**src/rtl/norm_pkg.sv**
```systemverilog
// Shared widths, FSM state encoding and flag layout for the sequential
// post-add normaliser.
package norm_pkg;

  localparam int unsigned MANT_W = 50;
  localparam int unsigned FRAC_W = 23;
  localparam int unsigned EXP_W  = 8;
  localparam int unsigned RES_W  = 1 + EXP_W + FRAC_W;
  // Bit index into the mantissa and widened exponent (holds up to 257)
  localparam int unsigned POS_W  = 6;
  localparam int unsigned EXPX_W = EXP_W + 1;
  // Shifted mantissa bits kept for rounding: fraction plus round bit
  localparam int unsigned RND_W  = FRAC_W + 1;

  localparam logic [EXP_W-1:0] EXP_INF = 8'hFF;

  typedef enum logic [2:0] {
    IDLE,
    SCAN,
    SHIFT,
    ROUND,
    DONE
  } state_e;

  typedef struct packed {
    logic overflow;
    logic denormal;
    logic zero;
  } flags_t;

  // Width of a bit index inside a slice of the given width
  function automatic int unsigned idx_w(input int unsigned w);
    return (w > 1) ? $clog2(w) : 1;
  endfunction

endpackage

```
**src/rtl/norm_seq_ctrl_lod_chunk.sv**
```systemverilog
// Combinational leading-one detector over one scan slice; reports whether the
// slice is nonzero and the index of its highest set bit.
module lod_chunk
  import norm_pkg::*;
#(
  parameter int unsigned CHUNK_W = 10
) (
  input  logic [CHUNK_W-1:0]          slice_i,
  output logic                        nonzero_c_o,
  output logic [idx_w(CHUNK_W)-1:0]   idx_c_o
);

  localparam int unsigned IDX_W = idx_w(CHUNK_W);

  assign nonzero_c_o = |slice_i;

  // Ascending walk so the highest set bit wins
  always_comb begin
    idx_c_o = '0;
    for (int unsigned i = 0; i < CHUNK_W; i++) begin
      if (slice_i[i]) begin
        idx_c_o = IDX_W'(i);
      end
    end
  end

endmodule

```
**src/rtl/norm_seq_ctrl.sv**
```systemverilog
// Multi-cycle normaliser: scans the unnormalised sum for its leading one a
// slice at a time, shifts, rounds and packs a single-precision result.
module norm_seq_ctrl
  import norm_pkg::*;
#(
  parameter int unsigned CHUNK_W = 10
) (
  input  logic              clk,
  input  logic              rst,
  input  logic              in_valid,
  output logic              in_ready,
  input  logic              in_sign,
  input  logic [MANT_W-1:0] in_mant,
  input  logic [EXP_W-1:0]  in_exp_max,
  output logic              out_valid,
  input  logic              out_ready,
  output logic [RES_W-1:0]  out_result,
  output logic [2:0]        out_flags
);

  localparam int unsigned IDX_W     = idx_w(CHUNK_W);
  localparam int unsigned FIRST_LSB = MANT_W - CHUNK_W;

  state_e              state_q, state_d;
  logic                sign_q, sign_d;
  logic [MANT_W-1:0]   mant_q, mant_d;
  logic [EXP_W-1:0]    exp_max_q, exp_max_d;
  logic [POS_W-1:0]    slice_lsb_q, slice_lsb_d;
  logic [POS_W-1:0]    lead_pos_q, lead_pos_d;
  logic [RND_W-1:0]    shifted_q, shifted_d;
  logic [EXPX_W-1:0]   exp_q, exp_d;
  logic [RES_W-1:0]    result_q, result_d;
  flags_t              flags_q, flags_d;
  logic                in_ready_q, in_ready_d;
  logic                out_valid_q, out_valid_d;

  logic [CHUNK_W-1:0]  slice_c;
  logic                slice_nz_c;
  logic [IDX_W-1:0]    slice_idx_c;

  logic [6:0]          norm_c;
  logic [EXPX_W-1:0]   e_plus2_c;
  logic                denorm_c;
  logic [EXPX_W-1:0]   shamt_c;
  logic [EXPX_W-1:0]   exp_norm_c;
  logic [RND_W-1:0]    shifted_c;
  logic [RES_W-1:0]    sum_c;
  logic [EXPX_W-1:0]   rexp_c;
  logic                ovf_c;

  // Single detector reused for every slice; slice_lsb_q walks MSB-first
  assign slice_c = mant_q[slice_lsb_q +: CHUNK_W];

  lod_chunk #(
    .CHUNK_W (CHUNK_W)
  ) u_lod (
    .slice_i     (slice_c),
    .nonzero_c_o (slice_nz_c),
    .idx_c_o     (slice_idx_c)
  );

  // Shift stage: clamp to exponent zero when the full shift would underflow
  assign norm_c     = 7'(MANT_W - 1) - 7'(lead_pos_q);
  assign e_plus2_c  = EXPX_W'(exp_max_q) + EXPX_W'(2);
  assign denorm_c   = e_plus2_c < EXPX_W'(norm_c);
  assign shamt_c    = denorm_c ? (e_plus2_c + EXPX_W'(1))
                               : (EXPX_W'(norm_c) + EXPX_W'(1));
  assign exp_norm_c = denorm_c ? '0 : (e_plus2_c - EXPX_W'(norm_c));
  assign shifted_c  = RND_W'((mant_q << shamt_c) >> (MANT_W - RND_W));

  // Round stage: a fraction carry ripples straight into the exponent
  assign sum_c  = {exp_q, shifted_q[RND_W-1:1]} + RES_W'(shifted_q[0]);
  assign rexp_c = sum_c[RES_W-1:FRAC_W];
  assign ovf_c  = rexp_c >= EXPX_W'(EXP_INF);

  always_comb begin
    state_d     = state_q;
    sign_d      = sign_q;
    mant_d      = mant_q;
    exp_max_d   = exp_max_q;
    slice_lsb_d = slice_lsb_q;
    lead_pos_d  = lead_pos_q;
    shifted_d   = shifted_q;
    exp_d       = exp_q;
    result_d    = result_q;
    flags_d     = flags_q;

    case (state_q)
      IDLE: begin
        if (in_valid && in_ready_q) begin
          sign_d      = in_sign;
          mant_d      = in_mant;
          exp_max_d   = in_exp_max;
          slice_lsb_d = POS_W'(FIRST_LSB);
          flags_d     = '0;
          state_d     = SCAN;
        end
      end
      SCAN: begin
        if (slice_nz_c) begin
          lead_pos_d = slice_lsb_q + POS_W'(slice_idx_c);
          state_d    = SHIFT;
        end else if (slice_lsb_q == '0) begin
          result_d              = '0;
          result_d[RES_W-1]     = sign_q;
          flags_d.zero          = 1'b1;
          state_d               = DONE;
        end else begin
          slice_lsb_d = slice_lsb_q - POS_W'(CHUNK_W);
        end
      end
      SHIFT: begin
        shifted_d        = shifted_c;
        exp_d            = exp_norm_c;
        flags_d.denormal = denorm_c;
        state_d          = ROUND;
      end
      ROUND: begin
        if (ovf_c) begin
          result_d         = {sign_q, EXP_INF, FRAC_W'(0)};
          flags_d.overflow = 1'b1;
        end else begin
          result_d = {sign_q, rexp_c[EXP_W-1:0], sum_c[FRAC_W-1:0]};
        end
        state_d = DONE;
      end
      DONE: begin
        if (out_ready) begin
          state_d = IDLE;
        end
      end
      default: begin
        state_d = IDLE;
      end
    endcase

    in_ready_d  = (state_d == IDLE);
    out_valid_d = (state_d == DONE);
  end

  always_ff @(posedge clk) begin
    if (rst) begin
      state_q     <= IDLE;
      sign_q      <= 1'b0;
      mant_q      <= '0;
      exp_max_q   <= '0;
      slice_lsb_q <= '0;
      lead_pos_q  <= '0;
      shifted_q   <= '0;
      exp_q       <= '0;
      result_q    <= '0;
      flags_q     <= '0;
      in_ready_q  <= 1'b0;
      out_valid_q <= 1'b0;
    end else begin
      state_q     <= state_d;
      sign_q      <= sign_d;
      mant_q      <= mant_d;
      exp_max_q   <= exp_max_d;
      slice_lsb_q <= slice_lsb_d;
      lead_pos_q  <= lead_pos_d;
      shifted_q   <= shifted_d;
      exp_q       <= exp_d;
      result_q    <= result_d;
      flags_q     <= flags_d;
      in_ready_q  <= in_ready_d;
      out_valid_q <= out_valid_d;
    end
  end

  assign in_ready   = in_ready_q;
  assign out_valid  = out_valid_q;
  assign out_result = result_q;
  assign out_flags  = flags_q;

endmodule

```
**config.mk**
```make
export PLATFORM = sky130hd
export DESIGN_NAME = norm_seq_ctrl
export DESIGN_NICKNAME = d
export VERILOG_FILES = /design/src/rtl/norm_pkg.sv /design/src/rtl/norm_seq_ctrl_lod_chunk.sv /design/src/rtl/norm_seq_ctrl.sv
export SDC_FILE = /design/constraint.sdc
export NUM_CORES = 1
export LEC_CHECK = 0
export CAP_MARGIN = 20
export CORE_MARGIN = 3
export CORE_UTILIZATION = 55
export DETAILED_ROUTE_END_ITERATION = 6
export HOLD_SLACK_MARGIN = 0.1
export PLACE_DENSITY = 0.84
export REMOVE_ABC_BUFFERS = 1
export SLEW_MARGIN = 40
export SYNTH_ARGS = -nofsm -noshare
export SYNTH_HDL_FRONTEND = slang
export SYNTH_SLANG_ARGS = --single-unit
```
**constraint.sdc**
```tcl
create_clock -name clk -period 5.9 [get_ports clk]
set_input_delay 0.885 -clock clk [delete_from_list [all_inputs] [get_ports clk]]
set_output_delay 0.885 -clock clk [all_outputs]
set_load 0.05 [all_outputs]
```
# Word-level counts from Yosys, hierarchy flattened
# Cells that the tools add are included.
[op_classes]
eq_ne = 10
n_mux = 31
magnitude_cmp = 2
n_shift = 2
add_sub_neg = 8
n_reduce_logical = 16
[ops]
columns = ["operator", "n"]
rows = [
  ["two-way mux 32 bit", 2],
  ["case mux 32 bit (2 select lines)", 1],
  ["variable part select 50 x 7 -> 10 bit", 1],
  ["left shift 50 x 9 -> 50 bit", 1],
  ["adder 32 x 1 -> 32 bit", 1],
  ["two-way mux 31 bit", 1],
  ["two-way mux 3 bit", 9],
  ["two-way mux 6 bit", 3],
  ["two-way mux 9 bit", 2],
  ["case mux 3 bit (5 select lines)", 1],
  ["case mux 6 bit (2 select lines)", 1],
  ["!= test 2 bit, second input constant", 5],
  ["OR reduction 10 bit", 1],
  ["adder 8 x 2 -> 9 bit, second input constant", 1],
  ["adder 9 x 1 -> 9 bit, second input constant", 1],
  [">= comparator 9 x 8 -> 1 bit, second input constant", 1],
  ["< comparator 9 x 7 -> 1 bit", 1],
  ["subtractor 9 x 7 -> 9 bit", 1],
  ["adder 7 x 1 -> 8 bit, second input constant", 1],
  ["two-way mux 4 bit", 2],
  ["AND reduction 4 bit", 2],
  ["nonzero test 2 bit", 4],
  ["subtractor 6 x 6 -> 7 bit, first input constant", 1],
  ["adder 6 x 4 -> 6 bit", 1],
  ["other kinds (12)", 24],
]
[totals]
in_bits = 63
elab_cells = 83
register_bits = 144

# Depth between registers and ports, before layout
# Gate-level depths: netlist of run 1.
[logic_depth]
word_depth = 11
depth_mapped = 20
ltp_nobuf = 17

# Hierarchy
# A second synthesis of run 1 with hierarchy kept.
[hier_totals]
cells_unflattened = 1431
hier_area_um2 = 11253.3
[by_module_without_submodules]
columns = ["mod", "seq_area_each_um2", "instances", "cells_each", "area_each_um2"]
rows = [
  ["norm_seq_ctrl", 2862.7, 1, 1416, 11163.2],
  ["lod_chunk", 0.0, 1, 15, 90.1],
]

# Worst setup path after synthesis of run 1
# OpenSTA, ideal clock, no wires.
[synth_path]
path_kind = "register -> register"
startpoint = "register lead_pos_q[1]"
endpoint = "register shifted_q[8]"
setup_slack_ns = 2.009
path_stages_with_launch = 16
n_path_buf = 0
setup_ns = 0.122
arrival_ns = 3.769
path_cell_list = "dfxtp_1 -> inv_1 -> ha_1 -> xnor2_1 -> inv_1 -> ha_1 -> nand3_1 -> and2_1 -> a21oi_1 -> a2bb2oi_1 -> nand2_2 -> mux2i_1 -> a21oi_1 -> a22o_1 -> o21a_1 -> o311a_1"
[synth_via]
elab_chain_len = 4
word_cells_on_any_way = 5
cone_classes = "2 x add/sub; 1 x order compare; 1 x shift; 1 x mux"
[synth_rtl]
columns = ["item", "line", "source"]
rows = [
  ["start, declared", "norm_seq_ctrl.sv:29", "logic [POS_W-1:0] lead_pos_q, lead_pos_d;"],
  ["start signal, assigned", "norm_seq_ctrl.sv:161", "lead_pos_q <= lead_pos_d;"],
  ["subtractor 6 x 6 -> 7 bit *", "norm_seq_ctrl.sv:63", "assign norm_c = 7'(MANT_W - 1) - 7'(lead_pos_q);"],
  ["< comparator 9 x 7 -> 1 bit / adder 7 x 1 -> 8 bit (equally long branches)", "norm_seq_ctrl.sv:65, norm_seq_ctrl.sv:67", ""],
  ["two-way mux 9 bit *", "norm_seq_ctrl.sv:66", "assign shamt_c = denorm_c ? (e_plus2_c + EXPX_W'(1))"],
  ["left shift 50 x 9 -> 50 bit *", "norm_seq_ctrl.sv:69", "assign shifted_c = RND_W'((mant_q << shamt_c) >> (MANT_W - RND_W));"],
  ["end signal, assigned", "norm_seq_ctrl.sv:162", "shifted_q <= shifted_d;"],
  ["end, declared", "norm_seq_ctrl.sv:30", "logic [RND_W-1:0] shifted_q, shifted_d;"],
]
# Every way passes the cells marked *; elsewhere a longest branch is shown, timed or not.
# A chain may end at the register's enable or synchronous reset.

# Worst setup path after layout of run 1
[layout_path]
startpoint = "register exp_max_q[4]"
endpoint = "register shifted_q[19]"
[layout_via]
elab_chain_len = 4
word_cells_on_any_way = 5
cone_classes = "2 x add/sub; 1 x order compare; 1 x shift; 1 x mux"
[layout_rtl]
columns = ["item", "line", "source"]
rows = [
  ["start, declared", "norm_seq_ctrl.sv:27", "logic [EXP_W-1:0] exp_max_q, exp_max_d;"],
  ["start signal, assigned", "norm_seq_ctrl.sv:159", "exp_max_q <= exp_max_d;"],
  ["adder 8 x 2 -> 9 bit *", "norm_seq_ctrl.sv:64", "assign e_plus2_c = EXPX_W'(exp_max_q) + EXPX_W'(2);"],
  ["adder 9 x 1 -> 9 bit / < comparator 9 x 7 -> 1 bit (equally long branches)", "norm_seq_ctrl.sv:66, norm_seq_ctrl.sv:65", ""],
  ["two-way mux 9 bit *", "norm_seq_ctrl.sv:66", ""],
  ["left shift 50 x 9 -> 50 bit *", "norm_seq_ctrl.sv:69", ""],
]
# Marks and branches as above.

==> summary.md, run 1 <==
| Metric | Value |
|---|---|
| Status | `complete, no violations` |
| Synth area leaders | `dfxtp_1 (23%), nand2_1 (7.0%), a21oi_1 (6.0%), mux2i_1 (5.6%), nand3_1 (4.8%)` |
| Vias per cell | `6.978` |
| Max_cap viols | `0` |
| CTS clk-pin slew, worst paths | `0.08 ns` |
| Worst R2R Setup Slack | `0.62 ns` |
| Design Power | `7.489 mW` |
| GRT overflow | `0` |
| Mux contribution to synthesized area | `15.53%` |
| RSZ-0062 raised after global routing | `false` |
| Crit. End Element | `flop` |
| Clk_skew | `0.01798 ns` |
| Clock period minus worst slack | `5.285 ns` |
| Crit Path Category | `reg -> reg` |
| Achievable clock frequency | `0.1892 GHz` |
| CTS H-tree depth | `4` |
| CP startpoint kind | `flop` |
| Post-synth EDFFs | `0` |
| Least-Margin Pin Slew | `0.8840 ns` |
| Initial antenna violation count | `0` |
| Cell Pwr Density | `529.1 mW/mm^2` |
| Vias in the first global route | `12740` |
| Io pins | `100` |
| Area of the multi-input gates | `0.008945 mm^2` |
| Number of routed nets with antenna violations | `0` |
| Slew Limit Fails | `0` |
| Post-CTS Hold Buffers | `0` |
| Peak VDD IR | `0.2811 mV` |
| Avg WL per Cell | `24.15 um` |
| Inserted Clock Buffers | `17` |
| Register area share after synthesis | `22.81%` |
| Routed vias | `13540` |
| Yosys top cell by area | `dfxtp_1` |
| Critical Path Start | `exp_max_q[4]$_SDFFE_PP0P_` |
| CP max FO | `18` |
| First-pass GRT wire length | `73.39 mm` |
| Final WL | `46.88 mm` |
| Post-Synth XOR/XNOR Area | `3.769%` |
| Ant diodes | `0` |
| Die H | `157.0 um` |
| Pre-antenna DRT Iters | `6` |
| CTS tree | `built` |
| Dpl hpwl | `34.74 mm` |
| Synth Area in Compound Gates | `25.85%` |
| Die X | `157.0 um` |
| Worst reg2reg endpoint | `shifted_q[19]$_SDFFE_PP0P_` |
| Worst reg-to-reg path cell count | `16` |
| Synth Area in Simple Gates | `23.69%` |
| Fill count | `1960` |
| Synth Instances | `1626` |
| Total setup buffers inserted after CTS | `0` |
| # rows | `54` |
| Clock Path Buffers | `2` |
| Leakage power | `5.016 nW` |
| Largest family of logic cells by synthesized area | `compound AO/OA/AOI/OAI gates` |
| Final nets | `1731` |
| Worst slew margin | `40.62%` |
| Root buf cell | `clkbuf_16` |
| Worst r2r src | `exp_max_q[4]$_SDFFE_PP0P_` |
| Final hold vios | `0` |
| Worst skew pair latency | `0.44 ns` |
| Endpoints failing setup | `0` |
| Tcrit/Tclk final | `89.57%` |
| Top cell type's share of synthesized area | `22.81%` |
| Distinct cell type count after synthesis | `104` |
| Post-synthesis adder-cell area fraction | `2.054%` |
| Largest net degree at the start of global routing | `72` |
| Die footprint | `0.02466 mm^2` |
| Setup tns final | `0 ns` |
| Core area | `0.02209 mm^2` |
| Worst Path Required | `6.21 ns` |
| Synthesized flop and latch total | `143` |
| Port Buf Inserts | `99` |
| Post-synthesis cell area | `0.01255 mm^2` |
| Syn-to-layout area delta | `12.81%` |
| DRT iter0 DRCs | `1883` |
| YS warnings | `0` |
| CTS sink count | `143` |
| Post-synthesis async set-or-reset flop share | `0%` |
| Initial core utilization | `56.80%` |
| Seq. cell area | `0.002864 mm^2` |
| Post-synth top flop | `dfxtp_1` |
| Total GRT Usage | `37.69%` |
| RD Place Congestion | `1.064` |
| Critical Path Sink | `shifted_q[19]$_SDFFE_PP0P_` |
| Drc violations | `0` |
| Hold WC Path Type | `reg -> reg` |
| Crit path DAT | `5.59 ns` |
| Post-synthesis average cell area | `7.717 um^2` |
| Post-cts sizing count | `0` |
| Share of cells above drive strength 1 | `10.36%` |
==> kinds of logic (layout without fill, tap and decap cells) <==
group | Yosys count | after routing
xor+xnor | 54 | 54
simple gates | 630 | 630
flops | 143 | 143
compound gates | 477 | 477
fa+ha+maj | 20 | 20
mux | 137 | 137
buf+inv | 165 | 200
==> synthesized netlist by cell type (32+ instances only) <==
cell type / number
a22oi_1: 36
nand3_1: 121
nand4_1: 37
o21ai_0: 68
inv_1: 32
nor2_1: 113
buf_2: 39
xnor2_1: 32
a21oi_1: 150
mux2i_1: 70
dfxtp_1: 143
clkbuf_1: 70
nand2_1: 235
==> worst max-delay path, stage by stage, from the launching register on <==
cell and delay (ns):
dfxtp_1 0.62, inv_1 0.16, o21ai_0 0.27, and2_1 0.21
inv_1 0.06, ha_1 0.34, a211oi_2 0.26, a21boi_1 0.46
o21ai_0 0.28, mux2_4 0.41, nand2_1 0.59, buf_4 0.33
mux2i_1 0.36, o221a_2 0.25, a21oi_1 0.07, o211a_1 0.23
o311a_1 0.28
==> worst min-delay path by stage <==
stage,from,to,slack [ns],cells past startpoint
after floorplan,sign_q$_SDFFE_PP0P_,sign_q$_SDFFE_PP0P_,0.43,2
after global placement,out_result[27]$_SDFFE_PP0P_,out_result[27]$_SDFFE_PP0P_,0.44,2
after detailed placement,sign_q$_SDFFE_PP0P_,sign_q$_SDFFE_PP0P_,0.45,2
after CTS,sign_q$_SDFFE_PP0P_,sign_q$_SDFFE_PP0P_,0.46,2
after global routing,sign_q$_SDFFE_PP0P_,sign_q$_SDFFE_PP0P_,0.49,2
final,sign_q$_SDFFE_PP0P_,sign_q$_SDFFE_PP0P_,0.46,2
==> stage by stage <==
stage | cells | setup slack, ns | instance area (um^2) | hold slack (ns) | util [%]
floorplan | 1495 | 0.8560 | 11890 | 0.4296 | -
detailed placement | 1909 | 0.8393 | 13530 | 0.4472 | 61.24
CTS | 1941 | 0.8153 | 14150 | 0.4572 | 64.04
global route | 1941 | 0.2714 | 14160 | 0.4902 | 64.07
finish | 1941 | 0.6151 | 14160 | 0.4586 | 64.07
global placement | 1909 | 0.9563 | 13530 | 0.4389 | 61.23
==> metal layers <==
metal | global-route usage, % | wire, um
met1 | 51.07 | 18840
met2 | 58.65 | 20610
met3 | 8.249 | 5301
met4 | 15.12 | 2124
met5 | 0 | 0
==> area by class of cell <==
| type | count | share of cell area [%] |
|---|---|---|
| Multi-Input combinational cell | 1318 | 63.19 |
| Sequential cell | 143 | 20.23 |
| Timing Repair Buffer | 134 | 8.839 |
| Clock buffer | 17 | 3.005 |
| Tap cell | 280 | 2.475 |
| Clock inverter | 15 | 1.361 |
| Inverter | 34 | 0.9015 |
==> flip-flops by register name (all words and copies together) (netlist names), 3 cells and up <==
name and cells:
mant_q 50, out_result 32, shifted_q 24, state_q 3, slice_lsb_q 5, exp_max_q 8
out_flags 3, exp_q 9, lead_pos_q 6
==> layout by cell type, fill, tap and decap left out, types with 21 or more instances in the layout <==
cell type,count
a22oi_1,36
dfxtp_1,142
nand4_1,37
mux2_2,25
a211oi_1,24
and3_1,26
xnor2_1,32
mux4_2,21
xor2_1,22
a21oi_1,150
buf_4,36
mux2i_1,69
clkdlybuf4s50_1,98
inv_1,32
nand3_1,121
nor2_1,111
o21ai_0,68
nand2_1,234
nor3_1,26
==> report_power, final <==
group          total (mW)  internal (mW)  switching [mW]  leakage [nW]
logic                4.80           1.71            3.09          3.55
clock network        1.17          0.648           0.526         0.305
registers            1.51           1.12           0.398          1.16
(Power assumes the default switching activity.)
==> inputs of run 2 (changes only) <==
--- a/config.mk
+++ b/config.mk
@@ -12,6 +12,7 @@
 export HOLD_SLACK_MARGIN = 0.1
 export PLACE_DENSITY = 0.84
 export REMOVE_ABC_BUFFERS = 1
+export SKIP_CTS_REPAIR_TIMING = 1
 export SLEW_MARGIN = 40
 export SYNTH_ARGS = -nofsm -noshare
 export SYNTH_HDL_FRONTEND = slang
==> constraint.sdc (replaced) <==
create_clock -name clk -period 5.5 [get_ports clk]
set_input_delay 0.825 -clock clk [delete_from_list [all_inputs] [get_ports clk]]
set_output_delay 0.825 -clock clk [all_outputs]
set_load 0.05 [all_outputs]
==> run 2 against run 1 <==
Against the previous run:
- final cell count grew 0.41%
- flip-flop and latch count is the same
- non-clock buffer count grew 8
- worst hold slack gained 0.0055 ns
- largest power group unchanged
- power grew 8.1%
- combinational power grew 10%
- design area grew 0.64%
==> summary.md, run 2 (synthesized netlist as in run 1, its figures left out) <==
| Metric | Value |
|---|---|
| CTS H-tree depth | `4 (unchanged)` |
| Final WL | `46.70 mm (-0.40%)` |
| Setup tns final | `0 ns (unchanged)` |
| CP startpoint kind | `flop` |
| Fill count | `1974 (+0.71%)` |
| Hold WC Path Type | `reg -> reg` |
| RSZ-0062 raised after global routing | `false` |
| Dpl hpwl | `33.74 mm (-2.9%)` |
| Share of cells above drive strength 1 | `10.72% (+0.37 points)` |
| Leakage power | `5.064 nW (+0.96%)` |
| Die H | `157.0 um (unchanged)` |
| DRT iter0 DRCs | `2047 (+8.7%)` |
| Top reg by flops | `mant_q` |
| Ant diodes | `0 (unchanged)` |
| Crit path DAT | `5.36 ns (-0.23 ns)` |
| Clock Power Share | `15.0% (-0.7 points)` |
| Sw frac | `54.22% (+0.59 points)` |
| First-pass GRT wire length | `73.17 mm (-0.30%)` |
| Vias per cell | `7.095 (+1.7%)` |
| Inserted Clock Buffers | `17 (unchanged)` |
| Worst Path Required | `5.86 ns (-0.35 ns)` |
| CTS tree | `built` |
| Commonest non-fill, non-tap cells in the layout | `nand2_1 (234), a21oi_1 (150), dfxtp_1 (142), nand3_1 (121), nor2_1 (112)` |
| Least-Margin Pin Slew | `0.8437 ns (-0.04026 ns)` |
| Clock period minus worst slack | `4.997 ns (-0.2875 ns)` |
| Die footprint | `0.02466 mm^2 (unchanged)` |
| Max reg flops | `50 (unchanged)` |
| Achievable clock frequency | `0.2001 GHz (+5.8%)` |
| Total GRT Usage | `37.39% (-0.30 points)` |
| Cell Pwr Density | `568.4 mW/mm^2 (+7.4%)` |
| Fin util | `64.48% (+0.41 points)` |
| Die X | `157.0 um (unchanged)` |
| Io pins | `100 (unchanged)` |
| Psw | `4.391 mW (+9.3%)` |
| Final hold vios | `0 (unchanged)` |
| Avg WL per Cell | `23.96 um (-0.81%)` |
| Max_cap viols | `0 (unchanged)` |
| RD Place Congestion | `1.093 (+2.7%)` |
| Worst skew pair latency | `0.44 ns (about the same)` |
| Internal power | `3.707 mW (+6.7%)` |
| Peak VDD IR | `0.3386 mV (+20%)` |
| Pre-antenna DRT Iters | `7 (+1)` |
| Largest net degree at the start of global routing | `75 (+4.2%)` |
| CP max FO | `14 (-4)` |
| Crit. End Element | `flop` |
| Clk_skew | `0.01512 ns (-0.002867 ns)` |
| Slew Limit Fails | `0 (unchanged)` |
| Most common cell after layout, fill and taps aside | `nand2_1` |
| Vias in the first global route | `12990 (+2.0%)` |
| Clock Path Buffers | `2 (unchanged)` |
| CTS clk-pin slew, worst paths | `0.08 ns (about the same)` |
| Worst slew margin | `42.14% (+1.5 points)` |
| Crit Path Category | `reg -> reg` |
| Initial antenna violation count | `1 (+1)` |
| Core area | `0.02209 mm^2 (unchanged)` |
| Port Buf Inserts | `99 (unchanged)` |
| Number of routed nets with antenna violations | `0 (unchanged)` |
| Syn-to-layout area delta | `13.53%` |
| Final nets | `1739 (+0.46%)` |
| Tcrit/Tclk final | `90.86% (+1.3 points)` |
| Comb pwr share | `65.4% (+1.3 points)` |
| # rows | `54 (unchanged)` |
| Initial core utilization | `56.80% (unchanged)` |
| Status | `complete, no violations` |
| Drc violations | `0 (unchanged)` |
| Flop pwr share | `19.6% (-0.6 points)` |
| Root buf cell | `clkbuf_16` |
| Endpoints failing setup | `0 (unchanged)` |
| CTS sink count | `143 (unchanged)` |
| GRT overflow | `0 (unchanged)` |
| Routed vias | `13830 (+2.1%)` |
[run 2: cell types whose count changed in the layout (fill, tap and decap cells not counted), sizes merged]
| cell | previous run | this run |
|---|---|---|
| clkinv | 5 | 11 |
| inv | 42 | 38 |
| buf | 36 | 44 |
| bufinv | 2 | 0 |
[run 2: power groups by stage]
stage               Sequential [mW]  Clock (mW)  Combinational, mW
CTS                            1.56        1.22               5.05
detailed placement             1.58           0               5.01
global route                   1.60        1.26               5.63
finish                         1.59        1.22               5.29
global placement               1.57           0               4.99
floorplan                      1.55           0               3.36
[run 2: per-stage QoR]
step	worst slack [ns]	cell area [um^2]	total power, mW	instances	hold WS [ns]
2_1_floorplan	0.4560	11890	4.910	1495	0.4296
3_3_place_gp	0.7317	13600	6.566	1916	0.4407
3_5_place_dp	0.6446	13600	6.594	1916	0.4526
4_1_cts	0.6260	14210	7.823	1948	0.4630
5_1_grt	0.1905	14250	8.490	1949	0.4819
6_report	0.5027	14250	8.098	1949	0.4641
[run 2: path summary, 6_finish.rpt]
check                                  from                        end  slack, ns  cells after the start
setup reg to reg  exp_max_q[1]$_SDFFE_PP0P_  shifted_q[6]$_SDFFE_PP0P_       0.50                     16
setup / recovery  exp_max_q[1]$_SDFFE_PP0P_  shifted_q[6]$_SDFFE_PP0P_       0.50                     16
hold / removal          sign_q$_SDFFE_PP0P_        sign_q$_SDFFE_PP0P_       0.46                      2
hold reg to reg         sign_q$_SDFFE_PP0P_        sign_q$_SDFFE_PP0P_       0.46                      2
[run 2: worst max-delay path: stages (launching register included)]
cell       delay (ns)
dfxtp_1          0.51
and4_1           0.43
nand3_1          0.14
and2_1           0.19
inv_1            0.06
ha_1             0.26
a211oi_2         0.24
a21boi_1         0.40
nor2_1           0.26
a2bb2oi_1        0.50
nand2_2          0.35
buf_4            0.31
o2111ai_1        0.23
nand4_1          0.27
o221ai_1         0.37
o21ai_0          0.18
o31ai_1          0.21
[run 2: final cells by class]
class / instances / area (um^2) / share of cell area, %
well taps: 280 / 350.3 / 2.459
clock inverters: 15 / 188.9 / 1.326
flip-flops and latches: 143 / 2864 / 20.10
repair buffers: 142 / 1356 / 9.520
clock buffers: 17 / 425.4 / 2.986
inverters: 34 / 127.6 / 0.8958
multi-input cells: 1318 / 8934 / 62.71
[run 2: per-layer routing]
| layer | part of all wire [%] | GRT usage [%] | up-vias | routed length, um |
|---|---|---|---|---|
| li1 | - | - | 6158 | - |
| met5 | 0 | 0 | - | 0 |
| met3 | 12 | 9.651 | 230 | 5601 |
| met4 | 4.6 | 14.30 | 0 | 2147 |
| met2 | 44 | 58.65 | 1020 | 20410 |
| met1 | 40 | 49.67 | 6421 | 18540 |
